`config.mk`:
```
export PLATFORM = sky130hd
export DESIGN_NAME = decoder_scan_n_flat
export DESIGN_NICKNAME = d
export VERILOG_FILES = /design/src/rtl/decoder_scan_n_pkg.sv /design/src/rtl/decoder_scan_n_if.sv /design/src/rtl/decoder_scan_n_dwell_timer.sv /design/src/rtl/decoder_scan_n.sv /design/src/flat_wrapper.sv
export SDC_FILE = /design/constraint.sdc
export NUM_CORES = 1
export LEC_CHECK = 0
export ABC_AREA = 0
export CAP_MARGIN = 15
export CORE_MARGIN = 5
export CORE_UTILIZATION = 30
export CTS_CLUSTER_SIZE = 20
export DETAILED_ROUTE_END_ITERATION = 16
export SLEW_MARGIN = 0
export SYNTH_ARGS = -nofsm -noshare
export SYNTH_HDL_FRONTEND = slang
export SYNTH_SLANG_ARGS = --single-unit
```
`constraint.sdc`:
```
create_clock -name clk -period 3.6 [get_ports clk]
set_input_delay 0.54 -clock clk [delete_from_list [all_inputs] [get_ports clk]]
set_output_delay 0.54 -clock clk [all_outputs]
set_load 0.02 [all_outputs]
```
`src/rtl/decoder_scan_n_pkg.sv`:
```
// Shared types and helpers for the registered N-to-2^N decoder.
// Holds the mode encoding and the one-hot decode function.
package decoder_pkg;

    typedef enum logic {
        MODE_DIRECT = 1'b0,
        MODE_SCAN   = 1'b1
    } mode_t;

    // Widest select the decode helper supports.
    localparam int MAX_N = 8;

    // One-hot decode of sel; bits at or above 2^n stay clear.
    function automatic logic [2**MAX_N-1:0] onehot(
        input logic [MAX_N-1:0] sel,
        input int               n
    );
        logic [2**MAX_N-1:0] v;
        v = '0;
        if (int'(sel) < (1 << n)) begin
            v[sel] = 1'b1;
        end
        return v;
    endfunction

endpackage

```
`src/rtl/decoder_scan_n_if.sv`:
```
// Control/status bundle of the scanning decoder.
// The master drives the controls; the decoder drives y/sel/wrap.
interface decoder_scan_n_if #(
    parameter int N       = 3,
    parameter int DWELL_W = 8
);
    logic               en;
    logic               mode;
    logic               load;
    logic [N-1:0]       addr;
    logic [DWELL_W-1:0] dwell;
    logic [2**N-1:0]    y;
    logic [N-1:0]       sel;
    logic               wrap;

    modport master (
        output en, mode, load, addr, dwell,
        input  y, sel, wrap
    );

    modport slave (
        input  en, mode, load, addr, dwell,
        output y, sel, wrap
    );
endinterface

```
`src/rtl/decoder_scan_n_dwell_timer.sv`:
```
// Dwell counter for the scan pointer.
// tick fires when the hold time has elapsed while running.
module dwell_timer #(
    parameter int DWELL_W = 8
) (
    input  logic               clk,
    input  logic               rst,
    input  logic               clr,
    input  logic               run,
    input  logic [DWELL_W-1:0] dwell,
    output logic               tick
);
    logic [DWELL_W-1:0] cnt;

    // >= so a dwell lowered below cnt still advances at once.
    assign tick = run & (cnt >= dwell);

    // Count up while running; restart on tick or clear; hold otherwise.
    always_ff @(posedge clk) begin
        if (rst) begin
            cnt <= '0;
        end else if (clr) begin
            cnt <= '0;
        end else if (run) begin
            cnt <= tick ? '0 : cnt + 1'b1;
        end
    end
endmodule

```
`src/rtl/decoder_scan_n.sv`:
```
// Registered N-to-2^N decoder with enable, direct load and auto-scan.
// y decodes the next-state pointer so sel and y move together.
module decoder_scan_n
    import decoder_pkg::*;
#(
    parameter int N          = 3,
    parameter int DWELL_W    = 8,
    parameter bit ACTIVE_LOW = 1'b0
) (
    input logic              clk,
    input logic              rst,
    decoder_scan_n_if.slave  bus
);
    localparam int W = 2**N;
    localparam logic [W-1:0] IDLE = {W{ACTIVE_LOW}};

    logic [N-1:0] sel_q;
    logic [N-1:0] sel_d;
    logic         wrap_q;
    logic         wrap_d;
    logic [W-1:0] y_q;
    logic [W-1:0] y_d;
    mode_t        mode_q;
    mode_t        mode_in;
    logic         chg;
    logic         clr;
    logic         run;
    logic         tick;

    assign mode_in = mode_t'(bus.mode);
    assign chg     = (mode_in != mode_q);

    // Direct mode, loads and mode switches park the counter at 0.
    assign clr = bus.en & (bus.load | chg | (mode_in == MODE_DIRECT));
    assign run = bus.en & ~bus.load & ~chg & (mode_in == MODE_SCAN);

    dwell_timer #(
        .DWELL_W (DWELL_W)
    ) u_timer (
        .clk   (clk),
        .rst   (rst),
        .clr   (clr),
        .run   (run),
        .dwell (bus.dwell),
        .tick  (tick)
    );

    // Next pointer, wrap pulse and decoded output.
    always_comb begin
        sel_d  = sel_q;
        wrap_d = 1'b0;
        y_d    = IDLE;
        if (bus.en) begin
            if (bus.load) begin
                sel_d = bus.addr;
            end else if (tick) begin
                sel_d  = sel_q + 1'b1;
                wrap_d = &sel_q;
            end
            y_d = W'(onehot(MAX_N'(sel_d), N)) ^ IDLE;
        end
    end

    // State and output registers; en=0 freezes mode tracking.
    always_ff @(posedge clk) begin
        if (rst) begin
            sel_q  <= '0;
            wrap_q <= 1'b0;
            y_q    <= IDLE;
            mode_q <= MODE_DIRECT;
        end else begin
            sel_q  <= sel_d;
            wrap_q <= wrap_d;
            y_q    <= y_d;
            if (bus.en) begin
                mode_q <= mode_in;
            end
        end
    end

    assign bus.y    = y_q;
    assign bus.sel  = sel_q;
    assign bus.wrap = wrap_q;
endmodule

```
`src/flat_wrapper.sv`:
```
// flat-port wrapper written by rule: the top's interface ports become plain ports
module decoder_scan_n_flat import decoder_pkg::*;
#(
    parameter int N          = 3,
    parameter int DWELL_W    = 8,
    parameter bit ACTIVE_LOW = 1'b0
)
  (clk, rst, bus_en, bus_mode, bus_load, bus_addr, bus_dwell, bus_y, bus_sel, bus_wrap);
  decoder_scan_n_if #(.N(N), .DWELL_W(DWELL_W)) bus_i ();
  input logic clk;
  input logic rst;
  input wire logic [$bits(bus_i.en)-1:0] bus_en;
  input wire logic [$bits(bus_i.mode)-1:0] bus_mode;
  input wire logic [$bits(bus_i.load)-1:0] bus_load;
  input wire logic [$bits(bus_i.addr)-1:0] bus_addr;
  input wire logic [$bits(bus_i.dwell)-1:0] bus_dwell;
  output wire logic [$bits(bus_i.y)-1:0] bus_y;
  output wire logic [$bits(bus_i.sel)-1:0] bus_sel;
  output wire logic [$bits(bus_i.wrap)-1:0] bus_wrap;
  assign bus_i.en = bus_en;
  assign bus_i.mode = bus_mode;
  assign bus_i.load = bus_load;
  assign bus_i.addr = bus_addr;
  assign bus_i.dwell = bus_dwell;
  assign bus_y = bus_i.y;
  assign bus_sel = bus_i.sel;
  assign bus_wrap = bus_i.wrap;
  decoder_scan_n #(.N(N), .DWELL_W(DWELL_W), .ACTIVE_LOW(ACTIVE_LOW)) u_core (.clk(clk), .rst(rst), .bus(bus_i));
endmodule
```
==> parameters.txt <==
Parameter                              Value

Run status
  Run status    completed

Setup path
  Arrival time at the worst endpoint    3.19 ns
  Critical-path cell with the highest stage delay    sky130_fd_sc_hd__a211oi_1
  R2r endpoint    u_core.bus.y[6]$_SDFF_PP0_
  Critical-path cell list    clkdlybuf4s50_1, inv_1, ha_1, and2_4, a221oi_1, nor2_1, a211oi_1, a221oi_2, a2111oi_1
  Highest net fanout along the worst path    5
  CP peak stage delay    0.54 ns
  Data required time of the worst path    3.74 ns
  CP Launch Type    input pin
  Worst reg-to-reg setup slack    0.91 ns
  Type of the worst setup path    in -> reg
  Worst R2R Start    u_core.u_timer.cnt[0]$_SDFFE_PP0P_
  Nature of the critical path endpoint    flip-flop
  Cell count of the worst reg-to-reg path    8

Power
  Sequential Power Share    51.5%
  Switching power as a share of total power    24.8%
  Power density over the cells    312 nW/µm²
  Net Sw Power    0.116 mW
  Maximum resistive drop on vdd    0.131 mV
  Internal    0.353 mW
  Clk network pwr share    32.1%
  Leakage power    0.582 nW
  Comb pwr share    16.4%

Floorplan
  Area of the placeable core    3720 µm²
  Die X-Extent    72.3 µm
  Rows    22
  Initial standard-cell utilization of the core    31.3%
  Die span in y    72.3 µm
  Number of top-level pins    28
  DIE AREA    5230 µm²

Clock tree
  Resized cells post-CTS    0
  H-tree levels    1
  Number of clock buffers inserted by TritonCTS    3
  Clock Sinks    21
  CTS hold repair buffers    0
  Insertion delay of the later-clocked pin in the worst-skew pair    0.25 ns
  Clock root buffer    sky130_fd_sc_hd__clkbuf_8
  TritonCTS clock tree    done
  Buffer count from post-CTS setup fixing    0
  Clock-pin transition on the worst setup and hold timing paths    0.08 ns
  Clock buffer depth    2

Detailed routing
  Detailed Route Iter0 Violations    33
  Total vias in the final route    953
  Final WL    2.63 mm
  Routed WL per cell    13.5 µm
  First-pass iteration count of the detailed router    4
  Mean number of vias per cell    4.89
  Detailed-route DRC error count    0
  Post-route antenna net violation count    0

Synth
  Number of synthesized register bits    21
  Number of synthesized flops with an enable pin    0
  Mean area per synthesized cell    9.79 µm²
  Top cell type's share of synthesized area    36.1%
  Number of unique standard cell types used by synthesis    37
  Warnings from Yosys    0
  Gate count after technology mapping    119
  Post-synth ARST share    0%
  Post-synthesis net count    146
  Cell taking the most area after synthesis    sky130_fd_sc_hd__dfxtp_1
  Ranking of synthesized cells by area    sky130_fd_sc_hd__dfxtp_1, sky130_fd_sc_hd__ha_1, sky130_fd_sc_hd__nor2_1, sky130_fd_sc_hd__a2111oi_2, sky130_fd_sc_hd__xor2_1
  Most used flip-flop cell after synthesis    sky130_fd_sc_hd__dfxtp_1
  Cell area after synthesis    1160 µm²
  Sequential element share of the synthesized area    36.1%

Final layout
  Core occupancy in the finished layout    40.6%
  Number of antenna diodes    0
  Proportion of layout cells with a drive suffix above 1    9.52%
  Most frequent cells in the layout    sky130_fd_sc_hd__clkdlybuf4s50_1, sky130_fd_sc_hd__dfxtp_1, sky130_fd_sc_hd__nor2_1
  Most common library cell in the layout ignoring fill and taps    sky130_fd_sc_hd__clkdlybuf4s50_1
  Count of placed standard cells in the final layout, fillers left out    195
  Layout-stage area growth over the synthesis result    29.4%
  Nets@finish    175

STA
  Worst Hold Margin    0.524 ns
  Final-report max-slew violation count    0
  Max-slew headroom    60.3%
  Endpoints failing setup    0
  Final period utilization    84.9%
  Worst setup skew after layout    0.00206 ns
  Setup slack after layout    0.545 ns
  Number of hold violations in the final report    0
  Unrepaired setup endpoints after global routing    no
  Highest clock frequency the design can meet    0.327 GHz
  Tmin final    3.06 ns
  Transition time of the tightest slew-check pin    0.591 ns
  Sum Neg Setup Slack    0 ns

GRT
  Largest net degree at the start of global routing    13
  Sum of overflow across all layers after global routing    0
  Global-route wire length before repair    4.46 mm
  All-layer global routing usage    10.6%
  Number of antenna violations at the first check in global routing    0
  Vias in the first global route    989

Placement
  Placer Congestion    0.843
  DP Cell Count    191
  # port buffers    27
  Worst-case setup slack after placement    0.286 ns
  DP Wirelength    2.13 mm

Hold path
  Path type of the worst min-delay path    reg -> reg
  Hold Path End    u_core.u_timer.cnt[0]$_SDFFE_PP0P_
  Launch point of the worst hold path    u_core.u_timer.cnt[0]$_SDFFE_PP0P_
  Hold-critical path depth    2

Flow run
  Total of max-cap violations    0
metal layers:
| layer | vias to the layer above | share of wire (%) | track usage [%] |
|---|---|---|---|
| met1 | 436 | 45 | 12.5 |
| met4 | 0 | 0.15 | 1.88 |
| met5 | - | 0 | 0 |
| li1 | 493 | - | - |
| met2 | 22 | 50 | 18.9 |
| met3 | 2 | 4.8 | 3.19 |
sequential cells by signal (all words and copies together) (netlist names):
signal              count
u_core.bus.sel          3
u_core.bus.wrap         1
u_core.bus.y            8
u_core.mode_q           1
u_core.u_timer.cnt      8
worst max-delay path, delay by kind of cell:
family | cells | cell delay (ns)
compound gates | 4 | 1.55
simple gates | 2 | 0.28
buf+inv | 2 | 0.52
fa+ha+maj | 1 | 0.30
through the flow:
stage	total power, mW	cell area [µm²]
floorplan	0.291	1160
global placement	0.323	1460
detailed placement	0.324	1460
CTS	0.478	1510
global route	0.494	1510
finish	0.470	1510
synthesized netlist by cell type, types with 3 or more instances:
cell type                   number
sky130_fd_sc_hd__a2111oi_2       3
sky130_fd_sc_hd__a211oi_1        3
sky130_fd_sc_hd__buf_6           3
sky130_fd_sc_hd__dfxtp_1        21
sky130_fd_sc_hd__ha_1           11
sky130_fd_sc_hd__inv_1           9
sky130_fd_sc_hd__nand2_1         5
sky130_fd_sc_hd__nand2b_1        4
sky130_fd_sc_hd__nand4_1         5
sky130_fd_sc_hd__nor2_1         13
sky130_fd_sc_hd__nor4_1          4
sky130_fd_sc_hd__xor2_1          4
layout make-up:
cell class | instances | area, µm²
Clock inverter | 1 | 5.00
Tap cell | 48 | 60.1
Timing Repair Buffer | 28 | 278
Sequential cell | 21 | 420
Clock buffer | 3 | 41.3
Multi-Input combinational cell | 85 | 669
Fill cell | 385 | 2210
Inverter | 9 | 33.8
power groups by stage:
stage / sequential [mW] / clock, mW / combinational (mW)
floorplan: 0.252 / 0 / 0.0390
global placement: 0.247 / 0 / 0.0760
detailed placement: 0.247 / 0 / 0.0770
CTS: 0.242 / 0.158 / 0.0776
global route: 0.242 / 0.168 / 0.0838
finish: 0.242 / 0.151 / 0.0772
logic make-up after synthesis:
family	count (synthesis)	synth area share, %
compound gates	23	18.3
xor+xnor	5	3.76
fa+ha+maj	11	11.8
buf+inv	13	6.44
flops	21	36.1
mux	3	2.69
simple gates	43	20.9
worst max path at each step:
| stage | startpoint | endpoint | cells after the start |
|---|---|---|---|
| floorplan | bus_dwell[7] | u_core.bus.y[0]$_SDFF_PP0_ | 9 |
| global placement | bus_dwell[7] | u_core.bus.y[2]$_SDFF_PP0_ | 9 |
| detailed placement | bus_dwell[7] | u_core.bus.y[6]$_SDFF_PP0_ | 9 |
| CTS | bus_dwell[7] | u_core.bus.y[6]$_SDFF_PP0_ | 9 |
| global route | bus_dwell[7] | u_core.bus.y[6]$_SDFF_PP0_ | 9 |
| finish | bus_dwell[7] | u_core.bus.y[6]$_SDFF_PP0_ | 9 |
Note: power is estimated with default switching activity, not from simulation.
